File: src/rtl/au_prefix_and_stream.sv
// au_prefix_and_stream
// Streaming prefix-AND over framed beats. Each accepted beat produces a
// registered running AND (bit 0 scanned first), seeded by a carry that
// links the beats of one frame. The output is a one-deep valid/ready stage
// with a latency of one cycle. ARCH selects the prefix network:
// 0 = ripple, 1 = Kogge-Stone, 2 = Sklansky. All three are functionally
// identical.
module au_prefix_and_stream #(
   parameter int WIDTH = 8,
   parameter int ARCH  = 0,
   parameter int CNTW  = 8
) (
   input  logic             clk,
   input  logic             rst,
   input  logic             in_valid,
   output logic             in_ready,
   input  logic [WIDTH-1:0] in_data,
   input  logic             in_last,
   output logic             out_valid,
   input  logic             out_ready,
   output logic [WIDTH-1:0] out_data,
   output logic             out_last,
   output logic             out_all,
   output logic [CNTW-1:0]  out_idx
);

   localparam int              LEVELS  = (WIDTH > 1) ? $clog2(WIDTH) : 1;
   localparam logic [CNTW-1:0] IDX_MAX = '1;

   typedef enum logic {
      IDLE,
      INFRAME
   } state_t;

   state_t           state;
   state_t           state_next;

   logic             carry;        // AND of every bit of the frame so far
   logic [CNTW-1:0]  idx_cnt;      // index the next beat of the open frame gets
   logic             accept;       // input transfer this cycle
   logic             frame_open;   // a partial frame is in progress
   logic             carry_eff;    // seed for the beat being accepted
   logic [CNTW-1:0]  idx_eff;      // index of the beat being accepted
   logic [CNTW-1:0]  idx_inc;      // saturating successor of idx_eff
   logic [WIDTH-1:0] prefix_raw;   // prefix AND of in_data alone
   logic [WIDTH-1:0] prefix_beat;  // prefix AND including the carry

   // The output stage is the only storage, so it can take a beat whenever
   // it is empty or being emptied in the same cycle.
   assign in_ready = !out_valid || out_ready;
   assign accept   = in_valid && in_ready;

   // ------------------------------------------------------------------
   // Prefix-AND network over in_data
   // ------------------------------------------------------------------
   if (ARCH == 1) begin : g_kogge_stone
      // Kogge-Stone: every bit combines with the bit 2^lvl below it.
      always_comb begin
         logic [WIDTH-1:0] cur;
         logic [WIDTH-1:0] nxt;
         cur = in_data;
         nxt = in_data;
         for (int lvl = 0; lvl < LEVELS; lvl++) begin
            nxt = cur;
            for (int i = 0; i < WIDTH; i++) begin
               if (i >= (1 << lvl)) begin
                  nxt[i] = cur[i] & cur[i - (1 << lvl)];
               end
            end
            cur = nxt;
         end
         prefix_raw = cur;
      end
   end else if (ARCH == 2) begin : g_sklansky
      // Sklansky: upper half of each 2^(lvl+1) group takes the top bit of
      // the lower half.
      always_comb begin
         logic [WIDTH-1:0] cur;
         logic [WIDTH-1:0] nxt;
         cur = in_data;
         nxt = in_data;
         for (int lvl = 0; lvl < LEVELS; lvl++) begin
            nxt = cur;
            for (int i = 0; i < WIDTH; i++) begin
               if (((i >> lvl) & 1) == 1) begin
                  nxt[i] = cur[i] & cur[((i >> lvl) << lvl) - 1];
               end
            end
            cur = nxt;
         end
         prefix_raw = cur;
      end
   end else begin : g_ripple
      // Ripple: a single AND chain from bit 0 upward.
      always_comb begin
         logic run;
         // NOTE: every combinational output gets a default before any
         // conditional logic, so no path leaves it unassigned (no latch).
         prefix_raw = '0;
         run        = 1'b1;
         for (int i = 0; i < WIDTH; i++) begin
            run           = run & in_data[i];
            prefix_raw[i] = run;
         end
      end
   end

   // ------------------------------------------------------------------
   // Frame state machine
   // ------------------------------------------------------------------

   // State register.
   always_ff @(posedge clk or posedge rst) begin
      if (rst) begin
         // NOTE: sequential state uses non-blocking assignments so every
         // register samples pre-edge values regardless of process order.
         state <= IDLE;
      end else begin
         state <= state_next;
      end
   end

   // Next state: a beat without in_last opens a frame, in_last closes it.
   always_comb begin
      state_next = state;
      if (accept) begin
         state_next = in_last ? IDLE : INFRAME;
      end
   end

   // FSM outputs: outside a frame the seed is always carry 1 and index 0.
   always_comb begin
      frame_open = (state == INFRAME);
      carry_eff  = frame_open ? carry : 1'b1;
      idx_eff    = frame_open ? idx_cnt : '0;
   end

   assign prefix_beat = prefix_raw & {WIDTH{carry_eff}};
   assign idx_inc     = (idx_eff == IDX_MAX) ? idx_eff : idx_eff + 1'b1;

   // ------------------------------------------------------------------
   // Frame context and output stage
   // ------------------------------------------------------------------

   // Carry and beat counter advance on every accepted beat; in_last rearms.
   always_ff @(posedge clk or posedge rst) begin
      if (rst) begin
         carry   <= 1'b1;
         idx_cnt <= '0;
      end else if (accept) begin
         if (in_last) begin
            carry   <= 1'b1;
            idx_cnt <= '0;
         end else begin
            carry   <= prefix_beat[WIDTH-1];
            idx_cnt <= idx_inc;
         end
      end
   end

   // Output register: load on accept, drain on output transfer, else hold.
   always_ff @(posedge clk or posedge rst) begin
      if (rst) begin
         out_valid <= 1'b0;
         out_data  <= '0;
         out_last  <= 1'b0;
         out_all   <= 1'b0;
         out_idx   <= '0;
      end else if (accept) begin
         out_valid <= 1'b1;
         out_data  <= prefix_beat;
         out_last  <= in_last;
         out_all   <= prefix_beat[WIDTH-1];
         out_idx   <= idx_eff;
      end else if (out_ready) begin
         out_valid <= 1'b0;
      end
   end

endmodule

File: config.mk
export PLATFORM = sky130hd
export DESIGN_NAME = au_prefix_and_stream
export DESIGN_NICKNAME = d
export VERILOG_FILES = /design/src/rtl/au_prefix_and_stream.sv
export SDC_FILE = /design/constraint.sdc
export NUM_CORES = 1
export LEC_CHECK = 0
export CAP_MARGIN = 10
export CORE_ASPECT_RATIO = 1.4
export CORE_UTILIZATION = 40
export CTS_CLUSTER_SIZE = 16
export DETAILED_ROUTE_END_ITERATION = 10
export PLACE_DENSITY = 0.76
export SETUP_SLACK_MARGIN = 0.02
export SKIP_CTS_REPAIR_TIMING = 1
export SYNTH_ARGS = -nofsm -noshare
export SYNTH_HDL_FRONTEND = slang
export SYNTH_SLANG_ARGS = --single-unit
File: constraint.sdc
create_clock -name clk -period 2.5 [get_ports clk]
set_input_delay 0.375 -clock clk [delete_from_list [all_inputs] [get_ports clk]]
set_output_delay 0.375 -clock clk [all_outputs]
set_load 0.005 [all_outputs]
==> results of run 1 <==
[cell families (layout without fill, tap and decap cells)]
kind of cell	count (synthesis)	count (layout)	synth area share
adders and majority gates	1	1	0.009284
DFF	28	28	0.5209
and+or+nand+nor	68	68	0.2656
AOI/OAI and AO/OA	31	31	0.1467
buffers and inverters	15	43	0.05756
[sequential cells by signal, indices dropped and copies added (netlist names)]
name and flops:
out_data 8, out_idx 8, idx_cnt 8, out_valid 1, out_last 1, frame_open 1, carry 1
[layer usage]
layer / part of all wire / vias up
li1: - / 548
met4: 0.012 / 0
met3: 0.042 / 4
met5: 0 / -
met1: 0.43 / 543
met2: 0.52 / 38
[report_power, final]
part | switching, mW | leakage (nW) | internal [mW] | total (mW)
combinational | 0.0746 | 0.363 | 0.0856 | 0.160
sequential | 0.0466 | 0.373 | 0.489 | 0.536
clock | 0.139 | 0.0288 | 0.141 | 0.280
[how the worst max path moves through the flow]
stage / start / endpoint / cells after the start
CTS: frame_open / idx_cnt[7] / 7
global placement: frame_open / idx_cnt[1] / 7
detailed placement: frame_open / idx_cnt[7] / 7
finish: frame_open / idx_cnt[7] / 7
floorplan: frame_open / idx_cnt[0] / 8
global route: frame_open / idx_cnt[7] / 7
[critical path: cells and delay by family (launching register included)]
family / cells / cell delay [ns]
compound gates: 1 / 0.28
buf+inv: 1 / 0.11
fa+ha+maj: 1 / 0.23
flops: 1 / 0.73
simple gates: 4 / 0.71
[through the flow]
stage / area (um^2) / util / std cells
6_report: 1725 / 0.5472 / 210
5_1_grt: 1725 / 0.5472 / 210
4_1_cts: 1725 / 0.5472 / 210
3_5_place_dp: 1670 / 0.5298 / 206
3_3_place_gp: 1670 / 0.5298 / 206
2_1_floorplan: 1348 / - / 143
[layout make-up]
type | instances | area [um^2] | area share
multi-input cells | 100 | 568.0 | 0.3292
well taps | 39 | 48.80 | 0.02828
repair buffers | 33 | 327.8 | 0.1900
flip-flops and latches | 28 | 701.9 | 0.4068
clock buffers | 4 | 55.05 | 0.03191
inverters | 6 | 23.77 | 0.01378
[layout by cell type (no fill, tap or decap), types with 2 or more instances in the layout]
| cell type | count |
|---|---|
| o21ai_1 | 4 |
| nand4_1 | 6 |
| a32o_1 | 2 |
| dfrtp_1 | 27 |
| nand2_1 | 37 |
| clkdlybuf4s50_1 | 32 |
| nor2_1 | 3 |
| a21oi_1 | 4 |
| nand3_1 | 7 |
| nand2b_1 | 3 |
| clkbuf_8 | 4 |
| inv_1 | 5 |
| nand2_4 | 2 |
| o21ai_0 | 11 |
==> flow_summary.ini, run 1 <==
[run_status]
status = complete, no violations

[floorplan]
die_x_um = 51.06
chipHeight_um = 70.68
core_region_area_um2 = 3153
dieArea_um2 = 3608
row_count = 24
ios = 33
initial_core_util = 0.4274

[synth]
ys.flop_type = dfrtp_1
synthDistinctLibCells = 39
yosysMostFrequentCell = nand2_1
netlist_top_cells_count = nand2_1 (37), dfrtp_1 (27), o21ai_0 (11)
syn_area_um2 = 1348
synth_seq_cells = 28
syn-num-nets = 157
async_flop_share = 1.000
synth_edf_count = 0
synth_top_area_frac = 0.5014
yosysWarnings = 0
netlist_instances = 143
yosysSeqAreaShare = 0.5209
synthTopCellsByArea = dfrtp_1 (50%), nand2_1 (10%), o21ai_0 (4.1%), nand4_1 (2.8%), nand3_1 (2.6%)
synth_area_leader_cell = dfrtp_1
avgSynthCellArea_um2 = 9.423

[worst_setup_path]
regToRegSetupSlack_ns = 0.33
cp_max_fo = 18
end_kind = flip-flop
critical_path_class = flip-flop to flip-flop
required_ns = 2.67
rr_endpoint = idx_cnt[7]
rr_worst_depth = 7
critPathArrivalTime_ns = 2.34
critPathLaunchType = flip-flop
slowest_delay_ns = 0.73
path_cells = nand2_1, inv_1, ha_1, nand4_2, nor2_4, nor2_2, a222oi_1
slowest_stage = dfrtp_1
r2r_start = frame_open

[global_routing]
grt_use_met1 = 0.2153
antenna_found_initial = 0
met3_usage = 0.01935
use_met2 = 0.3056
grt.total_usage = 0.1731
grt_pass1_vias = 1063
grt_max_degree = 38
grt_pass1_wl_um = 4809
gr-max-usage-layer = met2
overflow = 0

[timing]
fin_crit_sh = 0.8684
tns_ns = 0
finalSetupViolations = 0
finalMaxSlewViolations = 0
period_minus_slack_ns = 2.171
final.setup_skew_ns = 0.001707
tightest_slew_ns = 0.5980
fmax_mhz = 460.6
rsz0062_at_grt = false
fin_ws_ns = 0.3290
timing.slew.headroom = 0.6014
whs_ns = 0.4322
hold_viol_final = 0

[placed_design]
place_congestion = 0.8927
io_buffers = 32
hpwlAfterDp_um = 2131
pre_cts_ws_ns = 0.3734

[power_and_ir_drop]
peakVddDrop_uv = 433.8
power_uw = 975.8
power_leakage_nw = 0.7654
p_per_area_nw_per_um2 = 565.6

[flow_run]
cap_viol_max_count = 0

[clocking]
cts.reportedPaths.clkPinSlew_ns = 0.09
cts_buffers = 3
cts_root_buf = clkbuf_8
h-tree-depth = 1
cts_max_path_buffers = 2
numClockSinks = 28
cts_tree = done
worst_skew_pair.late_latency_ns = 0.27

[detailed_routing]
drtPass1Iterations = 5
vias = 1133
final_antenna_net_count = 0
totalWireLength_um = 2855
first_iter_violations = 39
via_per_inst = 5.395
drc_errors = 0
post_drt_wl_per_cell_um = 13.60

[layout]
syn_to_final_growth_pct = 28.04
nFillCells = 301
nNetsFinal = 186
drive_gt1_frac = 0.08187
num_antenna_cells = 0

[worst_hold_path]
hold_class = input pin to asynchronous set/reset pin
Note: power is estimated with default switching activity, not from simulation.
==> inputs of run 2 (changes only) <==
--- a/config.mk
+++ b/config.mk
@@ -8,3 +8,3 @@
 export CAP_MARGIN = 10
-export CORE_ASPECT_RATIO = 1.4
+export CORE_ASPECT_RATIO = 1.1
 export CORE_UTILIZATION = 40
==> constraint.sdc (replaced) <==
create_clock -name clk -period 2.5 [get_ports clk]
set_input_delay 0.5 -clock clk [delete_from_list [all_inputs] [get_ports clk]]
set_output_delay 0.5 -clock clk [all_outputs]
set_load 0.005 [all_outputs]
==> flow_summary.ini, run 2 (synthesis gave the netlist of run 1 again) <==
[worst_setup_path]
crit_buf_inv = 2
cp_common_cell = clkdlybuf4s50_1
critPathArrivalTime_ns = 1.63
cp_top_family = buffers and inverters
cp_max_fo = 4
rr_endpoint = idx_cnt[7]
slowest_stage = clkdlybuf4s50_1
path_cells = clkdlybuf4s50_1, nand2b_2, clkdlybuf4s50_1
critPathLaunchType = input pin
r2r_start = frame_open
rr_worst_depth = 7
critical_path_class = input pin to output pin
slowest_delay_ns = 0.51
required_ns = 2.00
cp.depth = 3
crit_path_end = in_ready
worstSetupStartpoint = out_ready
regToRegSetupSlack_ns = 0.47
end_kind = output pin

[timing]
period_minus_slack_ns = 2.131
finalSetupViolations = 0
tns_ns = 0
hold_viol_final = 0
final.setup_skew_ns = 0.005377
tightest_slew_ns = 0.4551
timing.slew.headroom = 0.6966
fmax_mhz = 469.2
finalMaxSlewViolations = 0
fin_ws_ns = 0.3685
fin_crit_sh = 0.8526
rsz0062_at_grt = false
whs_ns = 0.4898

[floorplan]
dieArea_um2 = 3605
chipHeight_um = 62.88
die_x_um = 57.34
core_region_area_um2 = 3127
initial_core_util = 0.4310
ios = 33
row_count = 21

[power_and_ir_drop]
peakVddDrop_uv = 253.3
p_per_area_nw_per_um2 = 577.3
power_uw = 995.4
power_leakage_nw = 0.7692

[global_routing]
grt_use_met1 = 0.2219
use_met2 = 0.2922
grt_pass1_vias = 1106
grt.total_usage = 0.1751
gr-max-usage-layer = met2
grt_pass1_wl_um = 4968
overflow = 0
met3_usage = 0.02692
grt_max_degree = 38
antenna_found_initial = 0

[detailed_routing]
drtPass1Iterations = 4
via_per_inst = 5.301
totalWireLength_um = 2770
drc_errors = 0
post_drt_wl_per_cell_um = 13.45
vias = 1092
first_iter_violations = 60
final_antenna_net_count = 0

[placed_design]
place_congestion = 0.8719
hpwlAfterDp_um = 2016
pre_cts_ws_ns = 0.3692
io_buffers = 32

[clocking]
cts_tree = done
cts_root_buf = clkbuf_4
cts.reportedPaths.clkPinSlew_ns = 0.15
numClockSinks = 28
worst_skew_pair.late_latency_ns = 0.34
cts_max_path_buffers = 2
h-tree-depth = 1
cts_buffers = 3

[layout]
drive_gt1_frac = 0.08721
nNetsFinal = 187
mostFrequentLayoutCells = nand2_1 (37), clkdlybuf4s50_1 (32), dfrtp_1 (27)
top_regs = idx_cnt (8), out_data (8), out_idx (8)
num_antenna_cells = 0
final_core_util = 0.5514
syn_to_final_growth_pct = 27.95
nFillCells = 287
final_common_cell = nand2_1

[flow_run]
cap_viol_max_count = 0

[run_status]
status = complete, no violations

[worst_hold_path]
hold_class = input pin to asynchronous set/reset pin
==> run 2: worst min-delay path by stage <==
stage | from | end | slack [ns] | depth (start not counted)
after floorplan | out_data[6] | out_data[6] | 0.46 | 2
after global placement | out_data[6] | out_data[6] | 0.45 | 2
after detailed placement | out_data[6] | out_data[6] | 0.46 | 2
after CTS | out_data[6] | out_data[6] | 0.49 | 2
after global routing | out_data[6] | out_data[6] | 0.52 | 2
final | rst | out_idx[7] | 0.49 | 3
==> run 2: worst min-delay path: stages <==
cell,delay [ns]
clkdlybuf4s50_1,0.39
inv_1,0.05
buf_4,0.32
==> run 2: layout make-up <==
type,count,area (um^2),share of cell area
clock inverters,1,30.03,0.01742
flip-flops and latches,28,701.9,0.4071
multi-input cells,100,568.0,0.3295
repair buffers,34,335.3,0.1945
inverters,6,23.77,0.01379
well taps,34,42.54,0.02467
clock buffers,3,22.52,0.01306
==> run 2: power by group <==
part | switching (mW) | internal, mW | leakage (nW) | total (mW)
Clock | 0.135 | 0.162 | 0.0279 | 0.297
Combinational | 0.0800 | 0.0881 | 0.368 | 0.168
Sequential | 0.0405 | 0.489 | 0.373 | 0.530
Total | 0.256 | 0.740 | 0.769 | 0.995
==> run 2: stage by stage <==
| stage | instances | area [um^2] |
|---|---|---|
| global placement | 202 | 1672 |
| finish | 206 | 1724 |
| global route | 206 | 1724 |
| CTS | 206 | 1724 |
| floorplan | 143 | 1348 |
| detailed placement | 202 | 1672 |
==> run 2: routing by layer <==
metal / wire (um) / vias to the layer above
met5: 0 / -
met4: 56 / 0
met3: 68 / 5
met2: 1417 / 20
met1: 1228 / 512
li1: - / 555
==> inputs of run 3 (changes only) <==
CTS_CLUSTER_SIZE = 10   (was 16)
==> results of run 3 <==
Final layout, timing and power as in run 2 (identical DEF).
==> patch 1, RTL diff (settings of run 3) <==
Reset style: synchronous (`rst`), changed in 3 clocked blocks.
--- a/src/rtl/au_prefix_and_stream.sv
+++ b/src/rtl/au_prefix_and_stream.sv
@@ -111,5 +111,5 @@
 
    // State register.
-   always_ff @(posedge clk or posedge rst) begin
+   always_ff @(posedge clk) begin
       if (rst) begin
          // NOTE: sequential state uses non-blocking assignments so every
@@ -144,5 +144,5 @@
 
    // Carry and beat counter advance on every accepted beat; in_last rearms.
-   always_ff @(posedge clk or posedge rst) begin
+   always_ff @(posedge clk) begin
       if (rst) begin
          carry   <= 1'b1;
@@ -160,5 +160,5 @@
 
    // Output register: load on accept, drain on output transfer, else hold.
-   always_ff @(posedge clk or posedge rst) begin
+   always_ff @(posedge clk) begin
       if (rst) begin
          out_valid <= 1'b0;
Function: differs if rst is asserted again (counterexample within 4 cycles, from zero or initial values and one cycle with rst high); with rst held inactive, the same outputs for 10 cycles.
==> patch 1 against run 3 <==
Count of clock-buffer cells in the layout rose by 1. Setup slack got worse by 130 ps. Final area fell by 6.2%. Wire length rose by 2.2%. Utilization rose by 1.5 points. Total power fell by 23%. Via count rose by 11%. Clock skew fell by 2.5 ps. First-iteration DRC count fell by 60%. Non-clock buffer count rose by 2. Register-to-register slack improved by 190 ps. Sequential cell count did not move. Sequential share of layout area fell by 6.0 points. Synthesized area fell by 8.1%. Critical path type unchanged.
==> patch 1: results (changes against run 3) <==
Run status:
- The run finished with clean final reports.

Run:
- The max-cap violation count was 0 (unchanged).

Logic synthesis:
- The mean instance size in the synthesized netlist is 8.04 um^2 (-15%).
- The fraction of synthesized area in multiplexers was 0.808% (+0.81 points).
- The number of different library cells in the post-synthesis netlist is 37 (-5.1%).
- The share of the synthesized area in compound gates (AO/OA/AOI/OAI) came to 20.2% (+5.5 points).
- By area the synthesized netlist is led by sky130_fd_sc_hd__dfxtp_1, sky130_fd_sc_hd__a21oi_1, sky130_fd_sc_hd__nand2_1.
- After synthesis, the most frequently instantiated cells are sky130_fd_sc_hd__nand2_1, sky130_fd_sc_hd__dfxtp_1, sky130_fd_sc_hd__a21oi_1.
- The fraction of synthesis flops using an asynchronous set or reset pin was 0% (-100 points).
- The synthesized-area fraction occupied by xor and xnor cells was 0.707% (+0.71 points).
- The total nets after synthesis came to 168 (+7.0%).
- The share of synthesized cell area in full adder, half adder and majority cells is 1.01% (+0.082 points).
- The sequential share of the synthesized area is 45.3% (-6.8 points).

Power and ir drop:
- The worst supply voltage drop on vdd came to 0.268 mV (+5.7%).
- The static leakage is 0.549 nW (-29%).

Timing:
- The hold violation count in the final report is 0 (unchanged).
- The setup TNS is 0 ps (unchanged).
- The worst-margin pin slew is 600 ps (+145 ps).
- The post-route clock skew was 2.84 ps (-2.54 ps).

CTS:
- The number of H-tree branching levels is 1 (unchanged).
- The clock latency at the later pin of the worst-skew pair is 330 ps.
- The maximum clock path buffer count came to 2 (unchanged).
- The CTS buffer count was 3 (unchanged).

Layout:
- The share of final-layout standard cells stronger than drive strength 1 is 6.56% (-2.2 points).
- The number of nets in the layout is 198 (+5.9%).
- The area taken by flip-flops and latches was 561 um^2 (-20%).
- The number of fillers in the final layout is 286 (-0.35%).
- The non-filler instance count after layout is 216 (+4.9%).
- The largest registers in the layout are idx_cnt (8), out_data (8), out_idx (8).

Global routing:
- The overall fraction of global-route tracks in use came to 19.5% (+2.0 points).
- The number of global-route vias before repair was 1156 (+4.5%).
- The pin count of the biggest net entering global routing is 23 (-39%).
- The global-route wire length before repair is 4.80 mm (-3.5%).
- The number of antenna violations at the first check in global routing is 0 (unchanged).

Placement:
- The global placer's final weighted congestion is 0.898 (+3.0%).
- The HPWL after detailed placement was 2.09 mm (+3.7%).
- The post-placement worst setup slack is 252 ps (-118 ps).
- The cell count after placement is 212 (+5.0%).
- The number of input and output port buffers inserted was 32 (unchanged).
- The instance area at placement is 1580 um^2 (-5.5%).

Detailed routing:
- The number of DRC markers in iteration 0 is 24 (-60%).
- The wire length per cell after detailed routing came to 13.1 um (-2.6%).
- The number of vias per cell after detailed routing is 5.62 (+6.0%).

Setup path:
- On the critical path, the stage with the largest delay is an instance of sky130_fd_sc_hd__clkdlybuf4s50_1.
- The maximum fanout count along the critical path is 8 (+4).
- The delay contributed by the slowest stage of the critical path is 560 ps (+50 ps).
- The arrival time at the worst endpoint is 1760 ps (+130 ps).
- Among cell families on the critical path, the largest total delay comes from buffers and inverters.

Min path:
- The class of the most critical hold timing path is flip-flop to flip-flop.
## patch 1: cell type report
cell class,instances,share of cell area (%)
clock buffers,4,2.24
multi-input cells,110,37.7
inverters,5,1.16
well taps,33,2.55
flip-flops and latches,28,34.7
repair buffers,36,21.7
## patch 1: path summary, 6_finish.rpt
path | start | end | slack (ps) | cells past startpoint
worst max-delay path | out_ready | in_ready | 240 | 3
worst min-delay path | out_data[0] | out_data[0] | 470 | 2
worst max register to register | idx_cnt[0] | idx_cnt[5] | 660 | 6
worst min register to register | out_data[0] | out_data[0] | 470 | 2
## patch 1: per-layer routing
layer  global-route usage, %  vias to the layer above  part of all wire, %  wire (um)
met5                       0                        -                    0          0
met4                    7.86                        0                  1.3         36
met3                    4.26                        4                  7.8        222
met2                    34.4                       48                   50       1400
met1                    22.4                      564                   41       1170
li1                        -                      598                    -          -
## patch 1: report_power, final
| part | switching, W | internal (W) |
|---|---|---|
| logic | 0.0000457 | 0.0000425 |
| clock network | 0.000131 | 0.0000893 |
| registers | 0.00000462 | 0.000455 |
==> patch 2, RTL diff (settings of run 3) <==
Made on the original files. `WIDTH`: 8 -> 4.
--- a/src/rtl/au_prefix_and_stream.sv
+++ b/src/rtl/au_prefix_and_stream.sv
@@ -7,5 +7,5 @@
 // identical.
 module au_prefix_and_stream #(
-   parameter int WIDTH = 8,
+   parameter int WIDTH = 4,
    parameter int ARCH  = 0,
    parameter int CNTW  = 8
Interface: changed (resized in_data and out_data); port bits go from 33 to 25. The function was not compared with the original's and may differ.
==> patch 2 against run 3 <==
Global-route usage is 0.76 points higher. Critical path depth stayed put. Synthesized cell count shrank 15%. Sequential share of layout area rose by 0.47 points. Sequential cell count down 4. Highest routed layer unchanged. Setup slack gained 44 ps. Synthesized area shrank 15%. Final cell count shrank 13%. Critical endpoint unchanged. Critical path type unchanged. Register-to-register slack better by 210 ps. Wire length decreased by 14%. Final area is 15% lower. Largest cell class unchanged. Total power decreased by 23%. First-iteration DRC count down 68%.
==> patch 2: results (changes against run 3) <==
Global routing:
- The number of global-route vias before repair is 932 (-16%).
- The global-route wire length before repair came to 4.11 mm (-17%).
- The overall fraction of global-route tracks in use is 18.3% (+0.76 points).
- The number of antenna violations at the first check in global routing is 0 (unchanged).
- The pin count of the biggest net entering global routing is 25 (-34%).

CTS:
- The clock latency at the later pin of the worst-skew pair is 310 ps (-30 ps).
- The number of H-tree branching levels is 1 (unchanged).
- The CTS buffer count is 3 (unchanged).

Detailed routing:
- The number of iterations in the first detailed-routing pass came to 5 (+1).
- The vias after detailed routing was 994 (-9.0%).
- The wire length per cell after detailed routing was 13.2 um (-1.5%).
- The number of DRC markers in iteration 0 is 19 (-68%).
- The total wire length after detailed routing is 2.37 mm (-14%).

Logic synthesis:
- Sorting the synthesized cells by area gives the leading types as sky130_fd_sc_hd__dfrtp_1, sky130_fd_sc_hd__nand2_1, sky130_fd_sc_hd__o21ai_0.
- The total nets after synthesis is 131 (-17%).
- The sequential share of the synthesized area is 52.4% (+0.31 points).
- The number of different library cells in the post-synthesis netlist is 34 (-13%).
- By count the netlist is led by sky130_fd_sc_hd__nand2_1, sky130_fd_sc_hd__dfrtp_1, sky130_fd_sc_hd__o21ai_0.
- The number of instances in the synthesized netlist was 121 (-15%).

Power and ir drop:
- The static leakage is 0.637 nW (-17%).
- The worst supply voltage drop on vdd is 0.223 mV (-12%).

Timing:
- The worst-margin pin slew came to 476 ps (+21.3 ps).
- The post-route clock skew was 2.60 ps (-2.77 ps).
- The hold violation count in the final report is 0 (unchanged).

Setup path:
- The arrival time at the worst endpoint came to 1590 ps (-40 ps).
- The maximum fanout count along the critical path came to 6 (+2).
- In this design, the largest share of critical-path delay is due to buffers and inverters.

Placement:
- The HPWL after detailed placement is 1.77 mm (-12%).
- The number of input and output port buffers inserted is 24 (-25%).
- The cell count after placement is 175 (-13%).
- The global placer's final weighted congestion is 0.763 (-12%).

Run status:
- The run finished with clean final reports.

Layout:
- The largest registers in the layout are idx_cnt (8), out_idx (8), out_data (4).
- The number of nets in the layout is 157 (-16%).
- The share of final-layout standard cells stronger than drive strength 1 is 11.0% (+2.2 points).

Min path:
- The class of the most critical hold timing path is flip-flop to flip-flop.
patch 2: worst register-to-register path: stages (launching register included):
cell                      delay, ps
sky130_fd_sc_hd__dfrtp_1        430
sky130_fd_sc_hd__nand2_1        110
sky130_fd_sc_hd__inv_1           60
sky130_fd_sc_hd__ha_1           270
sky130_fd_sc_hd__and4_4         250
sky130_fd_sc_hd__o41ai_1        340
sky130_fd_sc_hd__o41a_1         220
sky130_fd_sc_hd__o21ai_2         50
patch 2: report_power, final:
part	switching, W	internal [W]	total (W)
clock network	0.000114	0.0000889	0.000203
registers	0.0000154	0.000414	0.000429
logic	0.0000615	0.0000692	0.000131
total	0.000191	0.000572	0.000763
patch 2: logic make-up (layout without fill, tap and decap cells):
| family | count (synthesis) | after routing | synth area share, % |
|---|---|---|---|
| flops | 24 | 24 | 52.4 |
| compound gates | 30 | 30 | 16.4 |
| simple gates | 53 | 53 | 23.1 |
| buf+inv | 10 | 35 | 4.03 |
| mux | 3 | 3 | 2.94 |
| fa+ha+maj | 1 | 1 | 1.09 |
patch 2: stage by stage:
stage / setup slack, ps / power (W) / area, um^2 / hold WS (ps) / utilization [%]
after floorplan: 597 / 0.000501 / 1150 / 470 / -
after global placement: 416 / 0.000564 / 1430 / 460 / 51.8
after detailed placement: 406 / 0.000569 / 1430 / 472 / 51.8
after CTS: 409 / 0.000770 / 1460 / 502 / 53.1
after global routing: 377 / 0.000807 / 1460 / 527 / 53.1
final: 413 / 0.000763 / 1460 / 494 / 53.1
patch 2: layer usage:
| metal | GRT usage (%) | share of wire, % | up-vias |
|---|---|---|---|
| li1 | - | - | 477 |
| met1 | 23.0 | 43 | 480 |
| met2 | 30.9 | 51 | 31 |
| met3 | 1.57 | 3.8 | 6 |
| met4 | 9.02 | 2.0 | 0 |
| met5 | 0 | 0 | - |
patch 2: layout make-up:
class,instances,area [um^2]
clock buffer,4,36.3
fill,257,1290
inverter,3,11.3
multi-input combinational,87,500
sequential,24,602
tap,33,41.3
timing repair buffer,28,270
patch 2: path summary, 6_finish.rpt:
check	from	endpoint	slack, ps	depth (start not counted)
max	out_ready	in_ready	410	3
min	out_data[0]	out_data[0]	490	2
max reg2reg	frame_open	idx_cnt[7]	680	7
min reg2reg	out_data[0]	out_data[0]	490	2
max in group asynchronous	rst	carry	1700	3
min in group asynchronous	rst	out_data[2]	520	3
